===== src/rtl/vga_chain_source_if.sv =====
// Per-pixel record carried down the VGA drawing chain.
// The source drives t; every overlay stage reads it and forwards its own copy.
interface vga_chain_source_if #(
  parameter int XW = 10,
  parameter int YW = 10
);
  typedef struct packed {
    logic [XW-1:0] pxl_x;
    logic [YW-1:0] pxl_y;
    logic [3:0]    red;
    logic [3:0]    green;
    logic [3:0]    blue;
    logic          en;
    logic          hsync;
    logic          vsync;
    logic          active;
  } vga_t;

  vga_t t;

  modport master (output t);
  modport slave  (input  t);
endinterface


===== src/rtl/vga_chain_source.sv =====
// Head of the VGA pixel chain: 640x480@60 timing generator that launches the
// per-pixel record on every pixel strobe.
module vga_chain_source #(
  parameter int          WIDTH   = 640,
  parameter int          HEIGHT  = 480,
  parameter int          H_FP    = 16,
  parameter int          H_SYNC  = 96,
  parameter int          H_BP    = 48,
  parameter int          V_FP    = 10,
  parameter int          V_SYNC  = 2,
  parameter int          V_BP    = 33,
  parameter int          CLK_DIV = 2,
  parameter logic [11:0] BG_RGB  = 12'h000
) (
  input  logic               clk,
  input  logic               reset,
  input  logic               pause,
  vga_chain_source_if.master vga_chain_out,
  output logic               pxl_stb,
  output logic               frame_start
);
  localparam int H_TOTAL = WIDTH + H_FP + H_SYNC + H_BP;
  localparam int V_TOTAL = HEIGHT + V_FP + V_SYNC + V_BP;
  localparam int HW      = $clog2(H_TOTAL);
  localparam int VW      = $clog2(V_TOTAL);
  localparam int DW      = (CLK_DIV > 1) ? $clog2(CLK_DIV) : 1;

  localparam logic [HW-1:0] H_VIS     = HW'(WIDTH);
  localparam logic [HW-1:0] H_SYNC_LO = HW'(WIDTH + H_FP);
  localparam logic [HW-1:0] H_SYNC_HI = HW'(WIDTH + H_FP + H_SYNC - 1);
  localparam logic [HW-1:0] H_LAST    = HW'(H_TOTAL - 1);
  localparam logic [VW-1:0] V_VIS     = VW'(HEIGHT);
  localparam logic [VW-1:0] V_SYNC_LO = VW'(HEIGHT + V_FP);
  localparam logic [VW-1:0] V_SYNC_HI = VW'(HEIGHT + V_FP + V_SYNC - 1);
  localparam logic [VW-1:0] V_LAST    = VW'(V_TOTAL - 1);
  localparam logic [DW-1:0] DIV_LAST  = DW'(CLK_DIV - 1);

  logic [DW-1:0] div_reg;
  logic [HW-1:0] hcnt_reg, hcnt_next;
  logic [VW-1:0] vcnt_reg, vcnt_next;
  logic [HW-1:0] pxl_x_reg;
  logic [VW-1:0] pxl_y_reg;
  logic [11:0]   rgb_reg, rgb_next;
  logic          hsync_reg, vsync_reg, active_reg;
  logic          pxl_stb_reg, frame_start_reg;
  logic          stb, active_next, hsync_next, vsync_next, origin;

  always_comb begin
    stb         = (div_reg == DIV_LAST);
    active_next = (hcnt_reg < H_VIS) && (vcnt_reg < V_VIS);
    hsync_next  = !((hcnt_reg >= H_SYNC_LO) && (hcnt_reg <= H_SYNC_HI));
    vsync_next  = !((vcnt_reg >= V_SYNC_LO) && (vcnt_reg <= V_SYNC_HI));
    rgb_next    = active_next ? BG_RGB : 12'h000;
    origin      = (hcnt_reg == '0) && (vcnt_reg == '0);
    hcnt_next   = hcnt_reg;
    vcnt_next   = vcnt_reg;
    // Pause freezes the raster position so the same pixel is re-emitted.
    if (stb && !pause) begin
      if (hcnt_reg == H_LAST) begin
        hcnt_next = '0;
        vcnt_next = (vcnt_reg == V_LAST) ? '0 : vcnt_reg + VW'(1);
      end else begin
        hcnt_next = hcnt_reg + HW'(1);
      end
    end
  end

  always_ff @(posedge clk or posedge reset) begin
    if (reset) begin
      div_reg         <= '0;
      hcnt_reg        <= '0;
      vcnt_reg        <= '0;
      pxl_x_reg       <= '0;
      pxl_y_reg       <= '0;
      rgb_reg         <= '0;
      hsync_reg       <= 1'b1;
      vsync_reg       <= 1'b1;
      active_reg      <= 1'b0;
      pxl_stb_reg     <= 1'b0;
      frame_start_reg <= 1'b0;
    end else begin
      div_reg         <= stb ? '0 : div_reg + DW'(1);
      hcnt_reg        <= hcnt_next;
      vcnt_reg        <= vcnt_next;
      pxl_stb_reg     <= stb;
      frame_start_reg <= stb && origin;
      if (stb) begin
        pxl_x_reg  <= hcnt_reg;
        pxl_y_reg  <= vcnt_reg;
        rgb_reg    <= rgb_next;
        hsync_reg  <= hsync_next;
        vsync_reg  <= vsync_next;
        active_reg <= active_next;
      end
    end
  end

  // Nothing is drawn at the source, so en is constant low.
  assign vga_chain_out.t = {pxl_x_reg, pxl_y_reg, rgb_reg, 1'b0,
                            hsync_reg, vsync_reg, active_reg};
  assign pxl_stb         = pxl_stb_reg;
  assign frame_start     = frame_start_reg;
endmodule


===== src/flat_wrapper.sv =====
// flat-port wrapper written by rule: the top's interface ports become plain ports
module vga_chain_source_flat 
#(
  parameter int          WIDTH   = 640,
  parameter int          HEIGHT  = 480,
  parameter int          H_FP    = 16,
  parameter int          H_SYNC  = 96,
  parameter int          H_BP    = 48,
  parameter int          V_FP    = 10,
  parameter int          V_SYNC  = 2,
  parameter int          V_BP    = 33,
  parameter int          CLK_DIV = 2,
  parameter logic [11:0] BG_RGB  = 12'h000
)
  (clk, reset, pause, pxl_stb, frame_start, vga_chain_out_t);
  vga_chain_source_if #(.XW(10), .YW(10)) vga_chain_out_i ();
  input  logic clk;
  input  logic reset;
  input  logic pause;
  output logic pxl_stb;
  output logic frame_start;
  output wire logic [$bits(vga_chain_out_i.t)-1:0] vga_chain_out_t;
  assign vga_chain_out_t = vga_chain_out_i.t;
  vga_chain_source #(.WIDTH(WIDTH), .HEIGHT(HEIGHT), .H_FP(H_FP), .H_SYNC(H_SYNC), .H_BP(H_BP), .V_FP(V_FP), .V_SYNC(V_SYNC), .V_BP(V_BP), .CLK_DIV(CLK_DIV), .BG_RGB(BG_RGB)) u_core (.clk(clk), .reset(reset), .pause(pause), .vga_chain_out(vga_chain_out_i), .pxl_stb(pxl_stb), .frame_start(frame_start));
endmodule

===== config.mk =====
export PLATFORM = sky130hd
export DESIGN_NAME = vga_chain_source_flat
export DESIGN_NICKNAME = d
export VERILOG_FILES = /design/src/rtl/vga_chain_source_if.sv /design/src/rtl/vga_chain_source.sv /design/src/flat_wrapper.sv
export SDC_FILE = /design/constraint.sdc
export NUM_CORES = 1
export LEC_CHECK = 0
export BUFFER_PORTS_ARGS = -buffer_cell sky130_fd_sc_hd__buf_4
export CORE_MARGIN = 2
export CORE_UTILIZATION = 50
export DETAILED_ROUTE_END_ITERATION = 10
export PLACE_DENSITY = 0.73
export SLEW_MARGIN = 40
export SYNTH_ARGS = -nofsm -noshare
export SYNTH_HDL_FRONTEND = slang
export SYNTH_SLANG_ARGS = --single-unit

===== constraint.sdc =====
create_clock -name clk -period 2.1 [get_ports clk]
set_input_delay 0.42 -clock clk [delete_from_list [all_inputs] [get_ports clk]]
set_output_delay 0.42 -clock clk [all_outputs]
set_load 0.005 [all_outputs]

==> flow_metrics.env, run 1 <==
export IMPL_cts_tree="done"
export IMPL_portBuffers=27
export IMPL_r2r_slack_ps=300
export IMPL_crit_slowest_cell="or4_1"
export IMPL_die_h_microns=70.76
export IMPL_cts_post_setup_buffers_inserted=0
export IMPL_synth_top_cell_by_area="dfrtp_1"
export IMPL_synth_mux_area_frac=0.1011
export IMPL_power_leakage_nw=1.184
export IMPL_io_pins=41
export IMPL_dr_first_iter_drc_count=107
export IMPL_start_util=0.5153
export IMPL_antenna_found_initial=0
export IMPL_rsz0062_at_grt="no"
export IMPL_drv_slew=0
export IMPL_grt_overflow=0
export IMPL_rows=24
export IMPL_synth_simple_area_share=0.1589
export IMPL_postSynthCellCount=195
export IMPL_synth_compound_area_frac=0.06513
export IMPL_critPathLaunchType="flop"
export IMPL_cts_buffer_depth=2
export IMPL_synth_ff_type="dfrtp_1"
export IMPL_design_core_area_sq_mm=0.004324
export IMPL_avgViaCountPerCell=5.500
export IMPL_fin_util=0.5697
export IMPL_wl_per_cell_microns=14.09
export IMPL_drc=0
export IMPL_hold_viol_final=0
export IMPL_place_congestion=0.8278
export IMPL_dieArea_sq_mm=0.005007
export IMPL_drt_antenna_violating_nets=0
export IMPL_ys_seq_elements=46
export IMPL_cts_htree_levels=2
export IMPL_power_density_mw_per_mm2=741.0
export IMPL_yosysSeqAreaShare=0.5177
export IMPL_cp_arrival_ps=2040
export IMPL_numCtsBuffers=5
export IMPL_nets=229
export IMPL_synthXorXnorAreaFrac=0.03144
export IMPL_ir_drop_mv=0.4982
export IMPL_fin_cells=274
export IMPL_worst_slew_pin_slew_ps=573.7
export IMPL_num_vias=1507
export IMPL_fp_dieW_microns=70.76
export IMPL_grt_max_degree=47
export IMPL_period_share=0.8579
export IMPL_area_growth_pct=10.56
export IMPL_fin_skew_ps=3.412
export IMPL_yosys_area_top_type_share=0.4941
export IMPL_worstReg2RegStart="u_core.hcnt_reg[7]"
export IMPL_slew_headroom=0.6175
export IMPL_cp_slowest_stage_delay_ps=540
export IMPL_dp_hpwl_mm=2.641
export IMPL_drive_gt1_frac=0.3108
export IMPL_grt_pass1_vias=1346
export IMPL_yosysUniqueCellTypes=46
export IMPL_diodes=0
export IMPL_first_pass_iters=4
export IMPL_setup_viol=0
export IMPL_clock_latency_ps=290
export IMPL_avgSynthCellArea_sq_um=11.43
export IMPL_tns_ps=0
export IMPL_maxCapViolCount=0
export IMPL_synth_area_top_cells="dfrtp_1 (49%), mux2_2 (10%), buf_4 (6.1%)"
export IMPL_placed_area_sq_mm=0.002384
export IMPL_synth_top_family_by_area="simple AND/OR/NAND/NOR gates"
export IMPL_cp_depth=4
export IMPL_worstPathRequired_ps=2330
export IMPL_netlist_area_sq_mm=0.002228
export IMPL_crit_reg2reg_capture="u_core.vcnt_reg[9]"
export IMPL_clkTransAtPathRegs_ps=80
export IMPL_clkSinkCount=46
export IMPL_yosysWarnings=0
export IMPL_grt_usage=0.1700
export IMPL_worst_setup_path_type="reg -> reg"
export IMPL_postCtsHoldBufs=0
export IMPL_crit_buf_inv=0
export IMPL_synth_edf_count=0
export IMPL_hold_class="in -> async"
export IMPL_synthTopCellsByCount="dfrtp_1 (44), mux2_2 (20), buf_4 (18)"
export IMPL_cp_cell_sequence="and4b_2 -> nand4_2 -> or4_1 -> nand3_1"
export IMPL_ctsResizeCount=0
export IMPL_fin_crit_ps=1802
export IMPL_dp_cells=266
export IMPL_crit_fanout=11
export IMPL_outcome="completed"
export IMPL_max_freq_ghz=0.5551
export IMPL_cts_root_buffer="clkbuf_8"
export IMPL_synth_adder_area_share=0.02807
export IMPL_post_route_cell_area_sq_mm=0.002464
export IMPL_endpoint_kind="flop"
export IMPL_synthArstFlopShare=1.000
export IMPL_reg2reg_depth=4
export IMPL_wl_mm=3.862
export IMPL_grt_pass1_wl_mm=6.651
export IMPL_crit_family="simple AND/OR/NAND/NOR gates"
export IMPL_power_total_mw=1.826
export IMPL_synth_most_common_cell="dfrtp_1"
==> kinds of logic after synthesis <==
logic type	Yosys count
xor gates and xnor gates	8
other	1
DFF	46
AOI/OAI and AO/OA	23
muxes	20
buffers and inverters	31
and+or+nand+nor	61
adders and majority gates	5
==> worst max-delay path by stage <==
stage,endpoint,from,slack (ps)
2_1_floorplan,u_core.active_reg,reset,600
3_3_place_gp,u_core.vcnt_reg[9],pause,330
3_5_place_dp,u_core.vcnt_reg[9],pause,310
4_1_cts,u_core.vcnt_reg[9],u_core.hcnt_reg[7],310
5_1_grt,u_core.vcnt_reg[9],u_core.hcnt_reg[7],190
6_report,u_core.vcnt_reg[9],u_core.hcnt_reg[7],300
==> metrics by stage <==
stage | setup slack, ps | hold slack (ps)
after global routing | 189.5 | 321.5
after detailed placement | 307.1 | 482.7
after CTS | 306.1 | 283.4
after global placement | 334.9 | 482.3
final | 298.5 | 258.3
after floorplan | 595.5 | 354.8
==> where the power goes <==
| part | internal (mW) | leakage, nW | switching (mW) |
|---|---|---|---|
| clock | 0.237 | 0.0395 | 0.272 |
| sequential | 0.971 | 0.582 | 0.0910 |
| combinational | 0.142 | 0.562 | 0.113 |
| total | 1.35 | 1.18 | 0.476 |
==> worst reg2reg max path, stage by stage, from the launching register on <==
cell and delay, ps:
dfrtp_1 470, and4b_2 370, nand4_2 280, or4_1 540, nand3_1 90
==> cell usage in the layout (no fill, tap or decap), drive strengths merged, types with 2 or more instances in the layout <==
| master | instances |
|---|---|
| and4 | 3 |
| inv | 6 |
| o21ai | 9 |
| nand3 | 9 |
| xor2 | 5 |
| nor2 | 12 |
| buf | 31 |
| and3 | 4 |
| nand4 | 5 |
| conb | 13 |
| nand2 | 14 |
| nor3 | 2 |
| nor4b | 2 |
| and4b | 2 |
| o31ai | 3 |
| a31oi | 2 |
| dfrtp | 44 |
| clkbuf | 8 |
| ha | 5 |
| nor4 | 2 |
| mux2 | 20 |
| a21oi | 3 |
| xnor2 | 3 |
| dfstp | 2 |
==> area by class of cell <==
type	count	area (sq um)
fillers	385	1861
repair buffers	31	232.7
inverters	7	26.28
flip-flops and latches	46	1154
multi-input cells	130	905.9
well taps	52	65.06
clock buffers	8	80.08
==> per-layer routing <==
layer,routed length (microns),track usage,up-vias
li1,-,-,708
met1,1927,0.2481,752
met2,1670,0.2461,42
met3,202,0.04416,5
met4,61,0.06289,0
met5,0,0,-
(Power assumes the default switching activity.)
==> run 2: changes to the inputs <==
CTS_BUF_LIST = sky130_fd_sc_hd__clkbuf_8   (was not set)
==> run 2 against run 1 <==
  * Wire length is 0.73% higher
  * Worst setup slack better by 5.7 ps
  * Worst hold slack hardly changed
  * Critical endpoint unchanged
  * Maximum frequency is 0.32% higher
  * Clock power is 2% lower
  * Count of clock-buffer cells in the layout is 3 lower
  * Sequential power hardly changed
  * Flip-flop and latch count stayed put
  * Total power is 0.66% lower
  * Register-to-register slack hardly changed
  * Die area stayed put
  * Cell count stayed put
==> flow_metrics.env, run 2 (same netlist as run 1, synthesis figures left out) <==
export IMPL_drive_gt1_frac=0.3108
export IMPL_grt_usage=0.1700
export IMPL_ir_drop_mv=0.4847
export IMPL_met3_usage=0.04416
export IMPL_clkTransAtPathRegs_ps=80
export IMPL_worstPathRequired_ps=2340
export IMPL_multi_input_area_sq_um=905.9
export IMPL_wl_mm=3.890
export IMPL_crit_slowest_cell="or4_1"
export IMPL_nets=229
export IMPL_max_freq_ghz=0.5568
export IMPL_ff_latch_area_sq_mm=0.001154
export IMPL_ctsResizeCount=0
export IMPL_endpoint_kind="flop"
export IMPL_r2r_slack_ps=300
export IMPL_grt_pass1_wl_mm=6.651
export IMPL_maxCapViolCount=0
export IMPL_drt_antenna_violating_nets=0
export IMPL_rows=24
export IMPL_cts_root_buffer="clkbuf_8"
export IMPL_fin_skew_ps=5.899
export IMPL_hold_viol_final=0
export IMPL_final_common_cell="dfrtp_1"
export IMPL_power_total_mw=1.814
export IMPL_worst_slew_pin_slew_ps=571.6
export IMPL_cts_post_setup_buffers_inserted=0
export IMPL_fin_crit_ps=1796
export IMPL_layout_common_cells="dfrtp_1 (44), buf_4 (31), mux2_2 (20)"
export IMPL_period_share=0.8552
export IMPL_dieArea_sq_mm=0.005007
export IMPL_fp_dieW_microns=70.76
export IMPL_power_leakage_nw=1.196
export IMPL_drv_slew=0
export IMPL_hold_class="in -> async"
export IMPL_grt_pass1_vias=1346
export IMPL_met2_usage=0.2461
export IMPL_cts_buffer_depth=2
export IMPL_design_core_area_sq_mm=0.004324
export IMPL_wl_per_cell_microns=14.20
export IMPL_dp_hpwl_mm=2.641
export IMPL_cts_tree="done"
export IMPL_grt_overflow=0
export IMPL_critPathLaunchType="flop"
export IMPL_avgViaCountPerCell=5.526
export IMPL_clock_latency_ps=290
export IMPL_first_pass_iters=4
export IMPL_drc=0
export IMPL_clkSinkCount=46
export IMPL_fillers=385
export IMPL_area_growth_pct=10.56
export IMPL_cp_arrival_ps=2030
export IMPL_cp_slowest_stage_delay_ps=540
export IMPL_worst_setup_path_type="reg -> reg"
export IMPL_num_vias=1514
export IMPL_dr_first_iter_drc_count=107
export IMPL_crit_fanout=11
export IMPL_rsz0062_at_grt="no"
export IMPL_place_congestion=0.8278
export IMPL_start_util=0.5153
export IMPL_diodes=0
export IMPL_outcome="completed"
export IMPL_grt_use_met1=0.2481
export IMPL_grt_max_degree=47
export IMPL_antenna_found_initial=0
export IMPL_tns_ps=0
export IMPL_io_pins=41
export IMPL_die_h_microns=70.76
export IMPL_setup_viol=0
export IMPL_cp_cell_sequence="and4b_2 -> nand4_2 -> or4_1 -> nand3_1"
export IMPL_postCtsHoldBufs=0
export IMPL_power_density_mw_per_mm2=736.1
export IMPL_slew_headroom=0.6190
export IMPL_portBuffers=27
export IMPL_cts_htree_levels=2
export IMPL_grt_busiest_layer="met1"
export IMPL_numCtsBuffers=5
[run 2: changes by cell type in the layout (fill, tap and decap cells not counted)]
cell      previous run  this run
clkbuf_1             3         0
inv_1                5         8
[run 2: worst paths after layout]
path,end,depth (start not counted),from
setup / recovery,u_core.vcnt_reg[9],4,u_core.hcnt_reg[7]
hold reg to reg,u_core.vsync_reg,2,u_core.vsync_reg
min in group clk,u_core.vsync_reg,2,u_core.vsync_reg
hold / removal,u_core.pxl_y_reg[0],3,reset
setup reg to reg,u_core.vcnt_reg[9],4,u_core.hcnt_reg[7]
max in group asynchronous,u_core.hcnt_reg[5],3,reset
[run 2: area by class of cell]
| cell class | count | area share |
|---|---|---|
| multi-input combinational | 130 | 0.3677 |
| clock inverter | 3 | 0.004571 |
| tap | 52 | 0.02641 |
| sequential | 46 | 0.4683 |
| inverter | 7 | 0.01067 |
| clock buffer | 5 | 0.02793 |
| timing repair buffer | 31 | 0.09446 |
[run 2: power by group]
group          switching [mW]  leakage (nW)  internal (mW)
Combinational           0.113         0.562          0.142
Sequential             0.0909         0.582          0.971
Clock                   0.274        0.0519          0.222
[run 2: metrics by stage]
| step | util | hold slack [ps] | instances | cell area, sq um | worst slack (ps) |
|---|---|---|---|---|---|
| 2_1_floorplan | - | 354.8 | 207 | 2273 | 595.5 |
| 4_1_cts | 0.5697 | 283.1 | 274 | 2464 | 306.4 |
| 3_3_place_gp | 0.5512 | 482.3 | 266 | 2384 | 334.9 |
| 3_5_place_dp | 0.5512 | 482.7 | 266 | 2384 | 307.1 |
| 5_1_grt | 0.5697 | 321.3 | 274 | 2464 | 189.7 |
| 6_report | 0.5697 | 257.9 | 274 | 2464 | 304.2 |
[run 2: layer usage]
layer | up-vias | routed length [microns]
met1 | 755 | 1912
met3 | 5 | 208
met5 | - | 0
met2 | 43 | 1706
li1 | 711 | -
met4 | 0 | 63
[run 2: worst max-delay path: cells and delay by family, from the launching register on]
family | cells | cell delay (ps)
simple gates | 4 | 1270
flops | 1 | 470
==> run 3: changes to the inputs <==
ABC_AREA = 1   (was not set)
CTS_BUF_LIST = sky130_fd_sc_hd__clkbuf_16   (was sky130_fd_sc_hd__clkbuf_8)
PLACE_DENSITY = 0.72   (was 0.73)
==> run 3 against run 2 <==
  * Non-clock buffer count down 2
  * Total power up 22%
  * Sequential share of layout area down 3.5 points
  * Worst hold slack worse by 110 ps
==> flow_metrics.env, run 3 <==
export IMPL_outcome="completed"
export IMPL_drt_antenna_violating_nets=0
export IMPL_critPathLaunchType="flop"
export IMPL_netlist_area_sq_mm=0.002349
export IMPL_rows=24
export IMPL_maxCapViolCount=0
export IMPL_dr_first_iter_drc_count=158
export IMPL_max_freq_ghz=0.6255
export IMPL_drive_gt1_frac=0.1700
export IMPL_cts_tree="done"
export IMPL_setup_viol=0
export IMPL_synth_area_top_cells="dfrtp_1 (47%), nand2_1 (11%), buf_4 (5.4%)"
export IMPL_postSynthCellCount=274
export IMPL_grt_usage=0.1968
export IMPL_die_h_microns=72.54
export IMPL_crit_fanout=13
export IMPL_drv_slew=0
export IMPL_yosysSeqAreaShare=0.4912
export IMPL_io_pins=41
export IMPL_num_vias=1807
export IMPL_final_common_cell="nand2_1"
export IMPL_dieArea_sq_mm=0.005261
export IMPL_yosysWarnings=0
export IMPL_drc=0
export IMPL_placed_area_sq_mm=0.002526
export IMPL_place_ws_ps=524.2
export IMPL_post_route_cell_area_sq_mm=0.002664
export IMPL_synth_edf_count=0
export IMPL_cts_root_buffer="clkbuf_16"
export IMPL_power_total_mw=2.211
export IMPL_grt_max_degree=28
export IMPL_antenna_found_initial=0
export IMPL_wl_mm=4.719
export IMPL_wl_per_cell_microns=13.41
export IMPL_synthTopCellsByCount="nand2_1 (68), dfrtp_1 (44), nor2_1 (26)"
export IMPL_period_share=0.7613
export IMPL_dp_hpwl_mm=3.386
export IMPL_first_pass_iters=4
export IMPL_hold_class="in -> async"
export IMPL_start_util=0.5284
export IMPL_power_leakage_nw=1.295
export IMPL_grt_pass1_wl_mm=7.962
export IMPL_cts_post_setup_buffers_inserted=0
export IMPL_endpoint_kind="flop"
export IMPL_clock_latency_ps=280
export IMPL_hold_viol_final=0
export IMPL_yosys_area_top_type_share=0.4688
export IMPL_synth_top_cell_by_area="dfrtp_1"
export IMPL_fin_cells=352
export IMPL_clkSinkCount=46
export IMPL_ctsResizeCount=0
export IMPL_avgSynthCellArea_sq_um=8.571
export IMPL_power_density_mw_per_mm2=830.1
export IMPL_place_congestion=0.9683
export IMPL_nets=307
export IMPL_synthArstFlopShare=1.000
export IMPL_design_core_area_sq_mm=0.004444
export IMPL_worstPathRequired_ps=2300
export IMPL_worst_setup_path_type="reg -> reg"
export IMPL_synth_most_common_cell="nand2_1"
export IMPL_clkTransAtPathRegs_ps=60
export IMPL_grt_overflow=0
export IMPL_tns_ps=0
export IMPL_synth_ff_type="dfrtp_1"
export IMPL_avgViaCountPerCell=5.134
export IMPL_ys_seq_elements=46
export IMPL_ir_drop_mv=0.5300
export IMPL_fp_dieW_microns=72.54
export IMPL_dp_cells=344
export IMPL_layout_common_cells="nand2_1 (68), dfrtp_1 (44), buf_4 (28)"
export IMPL_cts_buffer_depth=2
export IMPL_numCtsBuffers=5
export IMPL_grt_pass1_vias=1676
export IMPL_cts_htree_levels=2
export IMPL_portBuffers=27
export IMPL_postCtsHoldBufs=0
export IMPL_fin_crit_ps=1599
export IMPL_cp_arrival_ps=1800
export IMPL_diodes=0
export IMPL_area_growth_pct=13.43
export IMPL_yosysUniqueCellTypes=33
export IMPL_rsz0062_at_grt="no"
export IMPL_setup_ws_ps=501.2
export IMPL_fin_skew_ps=4.622
## run 3: changes by cell type in the layout (fill, tap and decap cells not counted), sizes merged, moves of 3 or more
cell | previous run | this run
and3 | 4 | 0
nand3 | 9 | 17
nor2 | 12 | 31
nor3 | 2 | 6
mux2 | 20 | 0
o31ai | 3 | 0
o21ai | 9 | 27
inv | 9 | 26
nand2 | 14 | 70
and4 | 3 | 0
xor2 | 5 | 10
## run 3: routing by layer
layer | track usage | up-vias | wire length (microns)
met5 | 0 | - | 0
met4 | 0.05556 | 0 | 61
met3 | 0.03750 | 5 | 281
met2 | 0.3030 | 64 | 2144
met1 | 0.2849 | 841 | 2232
li1 | - | 897 | -
## run 3: path summary, 6_finish.rpt
check | startpoint | endpoint | slack [ps] | cells after the start
max | u_core.div_reg | u_core.vcnt_reg[3] | 500 | 6
min | reset | u_core.frame_start | 150 | 2
max reg2reg | u_core.div_reg | u_core.vcnt_reg[3] | 500 | 6
min reg2reg | u_core.pxl_x_reg[6] | u_core.pxl_x_reg[6] | 470 | 2
max in group asynchronous | reset | u_core.vsync_reg | 1390 | 3
min in group clk | u_core.pxl_x_reg[6] | u_core.pxl_x_reg[6] | 470 | 2
## run 3: cell type report
cell class / instances / area [sq um]
timing repair buffer: 29 / 230.2
clock buffer: 5 / 125.1
inverter: 25 / 96.34
sequential: 46 / 1154
tap: 52 / 65.06
fill: 404 / 1780
clock inverter: 3 / 12.51
multi-input combinational: 192 / 980.9
## run 3: cells by family after synthesis
| kind of cell | count (synthesis) | share of synthesized area |
|---|---|---|
| compound gates | 29 | 0.06233 |
| flops | 46 | 0.4912 |
| xor+xnor | 11 | 0.04102 |
| simple gates | 134 | 0.2669 |
| other cells | 1 | 0.001597 |
| fa+ha+maj | 5 | 0.02664 |
| buf+inv | 48 | 0.1103 |
## run 3: power by group
group          switching [mW]  internal [mW]  total, mW  leakage (nW)
logic                   0.207          0.156      0.363         0.663
registers               0.114          0.996       1.11         0.560
clock network           0.309          0.430      0.739        0.0724
## run 3: critical path, cell delays in order, from the launching register on
cell and delay, ps:
dfrtp_1 570, inv_2 200, nor2_4 290, inv_4 90
nor2_8 200, nand3b_1 90, o21ai_0 90
## run 3: per-stage QoR
stage / hold slack (ps) / util
finish: 150.0 / 0.5994
global route: 183.4 / 0.5994
CTS: 211.3 / 0.5994
detailed placement: 459.6 / 0.5684
global placement: 457.4 / 0.5684
floorplan: 354.8 / -
